File: config.mk
export PLATFORM = sky130hd
export DESIGN_NAME = bcd_seg_scan
export DESIGN_NICKNAME = d
export VERILOG_FILES = /design/src/rtl/bcd_seg_scan.sv
export SDC_FILE = /design/constraint.sdc
export NUM_CORES = 1
export LEC_CHECK = 0
export CAP_MARGIN = 10
export CORE_MARGIN = 2
export CORE_UTILIZATION = 63
export DETAILED_ROUTE_END_ITERATION = 8
export DONT_BUFFER_PORTS = 1
export PLACE_DENSITY = 0.79
export SYNTH_ARGS = -nofsm -noshare
export SYNTH_HDL_FRONTEND = slang
export SYNTH_SLANG_ARGS = --single-unit
export TNS_END_PERCENT = 5
File: constraint.sdc
create_clock -name clk -period 3.75 [get_ports clk]
set_input_delay 0.75 -clock clk [delete_from_list [all_inputs] [get_ports clk]]
set_output_delay 0.75 -clock clk [all_outputs]
set_load 0.01 [all_outputs]
File: src/rtl/bcd_seg_scan.sv
// ---------------------------------------------------------------------------
// bcd_seg_scan
//   Time-multiplexed driver for a 3-digit seven-segment display that shows a
//   two-digit BCD count and a direction glyph ('U' up, 'd' down).
//   Each digit slot lasts REFRESH_DIV clocks. The first BLANK_CYC clocks of
//   every slot turn all anodes off, which suppresses ghosting. The inputs are
//   captured once per frame (slot 0, count 0), so a frame never shows a mix
//   of old and new digits.
//
// Parameters
//   REFRESH_DIV : clocks per digit slot (>= 2)
//   BLANK_CYC   : all-anodes-off clocks at the start of each slot
//                 (1 <= BLANK_CYC < REFRESH_DIV)
//
// Ports
//   clk   in  1  system clock, rising edge
//   rst   in  1  asynchronous active-high reset
//   units in  4  BCD units digit
//   tens  in  4  BCD tens digit
//   dir   in  1  count direction, 1 = up, 0 = down
//   seg   out 7  cathodes {g,f,e,d,c,b,a}, active-low
//   dp    out 1  decimal point, active-low, held off
//   an    out 8  anodes, active-low, an[0] = rightmost digit
//   frame out 1  one-clock pulse after each input snapshot
//
// Configuration macro
//   BCD_SEG_LZB_EN : when defined, a tens digit of 0 is blanked (an[1]
//                    stays high through its slot).
// ---------------------------------------------------------------------------
module bcd_seg_scan #(
    parameter int REFRESH_DIV = 100000,
    parameter int BLANK_CYC   = 1000
) (
    input  logic       clk,
    input  logic       rst,
    input  logic [3:0] units,
    input  logic [3:0] tens,
    input  logic       dir,
    output logic [6:0] seg,
    output logic       dp,
    output logic [7:0] an,
    output logic       frame
);

    localparam int CNT_W = (REFRESH_DIV > 2) ? $clog2(REFRESH_DIV) : 1;
    localparam logic [CNT_W-1:0] CNT_MAX   = CNT_W'(REFRESH_DIV - 1);
    localparam logic [CNT_W-1:0] BLANK_END = CNT_W'(BLANK_CYC);

    typedef enum logic {
        ST_BLANK = 1'b0,
        ST_SHOW  = 1'b1
    } state_e;

    // BCD to active-low segment pattern; non-decimal codes show a dash.
    function automatic logic [6:0] bcd_to_seg(input logic [3:0] d);
        logic [6:0] s;
        case (d)
            4'd0:    s = 7'b1000000;
            4'd1:    s = 7'b1111001;
            4'd2:    s = 7'b0100100;
            4'd3:    s = 7'b0110000;
            4'd4:    s = 7'b0011001;
            4'd5:    s = 7'b0010010;
            4'd6:    s = 7'b0000010;
            4'd7:    s = 7'b1111000;
            4'd8:    s = 7'b0000000;
            4'd9:    s = 7'b0010000;
            default: s = 7'b0111111;
        endcase
        return s;
    endfunction

    // Direction glyph: 'U' for up, 'd' for down.
    function automatic logic [6:0] dir_to_seg(input logic d);
        logic [6:0] s;
        if (d) begin
            s = 7'b1000001;
        end else begin
            s = 7'b0100001;
        end
        return s;
    endfunction

    logic [CNT_W-1:0] cnt_q, cnt_d;
    logic [1:0]       idx_q, idx_d;
    logic [3:0]       units_q, units_d;
    logic [3:0]       tens_q, tens_d;
    logic             dir_q, dir_d;
    logic [6:0]       seg_q, seg_d;
    logic [7:0]       an_q, an_d;
    logic             frame_q, frame_d;
    logic             dp_q, dp_d;

    logic             wrap_s;
    logic             snap_s;
    logic             lzb_s;
    state_e           state_s;

    // Slot timing, snapshot capture and next-output computation.
    always_comb begin
        wrap_s  = (cnt_q == CNT_MAX);
        snap_s  = (cnt_q == {CNT_W{1'b0}}) && (idx_q == 2'd0);
        state_s = (cnt_q < BLANK_END) ? ST_BLANK : ST_SHOW;

`ifdef BCD_SEG_LZB_EN
        lzb_s = (tens_q == 4'd0);
`else
        lzb_s = 1'b0;
`endif

        if (wrap_s) begin
            cnt_d = {CNT_W{1'b0}};
            case (idx_q)
                2'd0:    idx_d = 2'd1;
                2'd1:    idx_d = 2'd2;
                default: idx_d = 2'd0;
            endcase
        end else begin
            cnt_d = cnt_q + CNT_W'(1);
            idx_d = idx_q;
        end

        if (snap_s) begin
            units_d = units;
            tens_d  = tens;
            dir_d   = dir;
        end else begin
            units_d = units_q;
            tens_d  = tens_q;
            dir_d   = dir_q;
        end

        an_d  = 8'hFF;
        seg_d = 7'h7F;
        if (state_s == ST_SHOW) begin
            case (idx_q)
                2'd0: begin
                    an_d[0] = 1'b0;
                    seg_d   = bcd_to_seg(units_q);
                end
                2'd1: begin
                    if (lzb_s) begin
                        an_d  = 8'hFF;
                        seg_d = 7'h7F;
                    end else begin
                        an_d[1] = 1'b0;
                        seg_d   = bcd_to_seg(tens_q);
                    end
                end
                2'd2: begin
                    an_d[2] = 1'b0;
                    seg_d   = dir_to_seg(dir_q);
                end
                default: begin
                    an_d  = 8'hFF;
                    seg_d = 7'h7F;
                end
            endcase
        end else begin
            an_d  = 8'hFF;
            seg_d = 7'h7F;
        end

        frame_d = snap_s;
        dp_d    = 1'b1;
    end

    // State and registered outputs; reset forces the dark display at once.
    always_ff @(posedge clk or posedge rst) begin
        if (rst) begin
            cnt_q   <= {CNT_W{1'b0}};
            idx_q   <= 2'd0;
            units_q <= 4'd0;
            tens_q  <= 4'd0;
            dir_q   <= 1'b0;
            seg_q   <= 7'h7F;
            an_q    <= 8'hFF;
            frame_q <= 1'b0;
            dp_q    <= 1'b1;
        end else begin
            cnt_q   <= cnt_d;
            idx_q   <= idx_d;
            units_q <= units_d;
            tens_q  <= tens_d;
            dir_q   <= dir_d;
            seg_q   <= seg_d;
            an_q    <= an_d;
            frame_q <= frame_d;
            dp_q    <= dp_d;
        end
    end

    assign seg   = seg_q;
    assign an    = an_q;
    assign frame = frame_q;
    assign dp    = dp_q;

endmodule

==> flow_summary.yaml <==
synth:
  synth_top_family_by_area: "simple AND/OR/NAND/NOR gates"
  synth-seq-area-share: 0.454
  synth_warnings: 0
  synth_area_mm2: 0.00218
  ys_seq_elements: 39
  synth_top_area_frac: 0.333
  synth_area_leader_cell: "dfrtp_1"
  synth_xor_xnor_area_share: 0.0523
  synth-simple-area-share: 0.175
  syn_inst: 212
  synthMuxAreaShare: 0.0615
  syn_avg_cell_area_um2: 10.3
  yosysMostFrequentCell: "dfrtp_1"
  ys_async_sr_fraction: 1.00
  yosys_most_used_dff: "dfrtp_1"
  synth_cell_type_count: 45
  synth_compound_area_frac: 0.117
  synth_edf_count: 0
  synth_fa_ha_area_frac: 0.0804
  synth_area_leaders: "dfrtp_1 (33%), dfstp_2 (12%), ha_1 (8.0%)"
  synth_commonest_cells: "dfrtp_1 (29), nor2_1 (16), ha_1 (14), inv_1 (14), nand2_1 (12)"
power:
  leakagePower_uw: 0.000963
  irDropWorstVdd_v: 0.000195
  p_per_area_mw_per_mm2: 307
  fin_total_pwr_uw: 686
grt:
  grt_max_degree: 25
  grt_pass1_vias: 1451
  grt_usage: 0.226
  grt_antenna_before_repair: 0
  grt_pass1_wl_mm: 6.87
  grt_overflow: 0
route:
  drt_wl_total_mm: 3.97
  ant_nets: 0
  drc: 0
  viasPerCell: 5.91
  first_pass_iters: 4
  wl_per_cell_um: 15.4
  num_vias: 1524
  first_iter_violations: 127
floorplan:
  dieWidth_um: 62.8
  core_area_mm2: 0.00334
  rows: 21
  start_util: 0.653
  die-area_mm2: 0.00394
  ios: 28
  die_h_um: 62.8
setup_path:
  crit_type: "reg -> reg"
  cp_slowest_cell: "or4_4"
  cp_slowest_stage_delay_ps: 590
  crit_path_start_kind: "register"
  endpoint_kind: "register"
  path_cells: "or4_4 > or2_4 > nor3_4 > mux2_2"
  worstPathMaxFanout: 9
  arrival_ps: 2480
  crit_required_ps: 4010
sta:
  min_period_over_period: 0.591
  rsz0062_at_grt: "no"
  period_needed_ps: 2210
  setup_tns_ps: 0
  fin_skew_ps: 12.7
  finalMaxSlewViolations: 0
  worst_pin_slew_ps: 606
  max_freq_mhz: 452
  finalHoldViolCount: 0
  finalSetupViolations: 0
  slew_headroom: 0.593
cells_and_area:
  fin_cells: 258
  antenna_cells: 0
  finish.utilization: 0.670
  layout-drive-gt1-share: 0.146
  fin_nets: 236
  syn_to_final_growth_pct: 2.64
cts:
  ctsResizeCount: 0
  cts_tree: "yes"
  clkLatencyLatePin_ps: 370
  cts_sinks: 39
  cts_buffers: 5
  path_clk_slew_ps: 110
  clockRootBuffer: "clkbuf_4"
  clock_path_buffers: 2
  cts-htree-levels: 2
  hold_buffers: 0
  post_cts_buffers: 0
place:
  dpl.cell_count: 250
  dp_hpwl_mm: 2.94
  io_buffer_count: 0
  gp_congestion: 0.847
run:
  maxCapViolations: 0
run_status:
  status: "complete, no violations"
hold_path:
  holdCritPathClass: "in -> async"
-- worst max-delay path, delay by kind of cell (launching register included) --
kind             cells  cell delay [ps]
AND/OR/NAND/NOR      3             1290
flip-flops           1              430
multiplexers         1              400
-- cell type report --
cell class | count | area (µm²)
Inverter | 14 | 52.6
Tap cell | 46 | 57.6
Timing Repair Buffer | 1 | 7.51
Sequential cell | 39 | 988
Fill cell | 278 | 1100
Clock buffer | 8 | 48.8
Multi-Input combinational cell | 150 | 1080
-- sequential cells by signal (all words and copies together), names as in the netlist --
name,flops
frame,1
an,3
dir_q,1
seg,7
cnt_q,17
units_q,4
idx_q,2
tens_q,4
-- where the power goes --
| group | switching (µW) | total (µW) | internal, µW |
|---|---|---|---|
| registers | 10.4 | 436 | 426 |
| logic | 27.9 | 44.8 | 17.0 |
| clock network | 130 | 205 | 74.6 |
-- through the flow --
stage	hold slack [ps]	instance area (µm²)	setup WS, ps
3_5_place_dp	488	2190	1520
6_report	312	2240	1540
3_3_place_gp	481	2190	1580
4_1_cts	327	2240	1510
2_1_floorplan	465	2200	1690
5_1_grt	361	2240	1380
-- worst paths after layout --
| path | end | cells past startpoint | from | slack [ps] |
|---|---|---|---|---|
| setup / recovery | dir_q | 4 | cnt_q[11] | 1540 |
| hold / removal | cnt_q[13] | 1 | rst | 310 |
| setup reg to reg | dir_q | 4 | cnt_q[11] | 1540 |
| hold reg to reg | cnt_q[12] | 1 | cnt_q[12] | 500 |
| max in group asynchronous | seg[3] | 2 | rst | 2680 |
| min in group clk | cnt_q[12] | 1 | cnt_q[12] | 500 |
-- cell usage in the layout, fill, tap and decap left out, types with 7 or more instances in the layout --
master | netlist | final
nand2_1 | 12 | 12
dfrtp_1 | 29 | 29
a21oi_1 | 11 | 11
mux2_2 | 11 | 11
dfstp_2 | 10 | 10
nor2_1 | 16 | 16
xnor2_1 | 7 | 7
inv_1 | 14 | 14
ha_1 | 14 | 14
-- cells by family (layout without fill, tap and decap cells) --
family / Yosys count / count (layout)
compound gates: 38 / 38
xor+xnor: 13 / 13
fa+ha+maj: 14 / 14
buf+inv: 28 / 23
flops: 39 / 39
mux: 12 / 12
other cells: 1 / 6
simple gates: 67 / 67
-- per-layer routing --
layer | track usage | routed length, µm
met4 | 0.0778 | 70
met5 | 0 | 0
met2 | 0.335 | 1730
met3 | 0.0757 | 310
met1 | 0.311 | 1860
(Power assumes the default switching activity.)
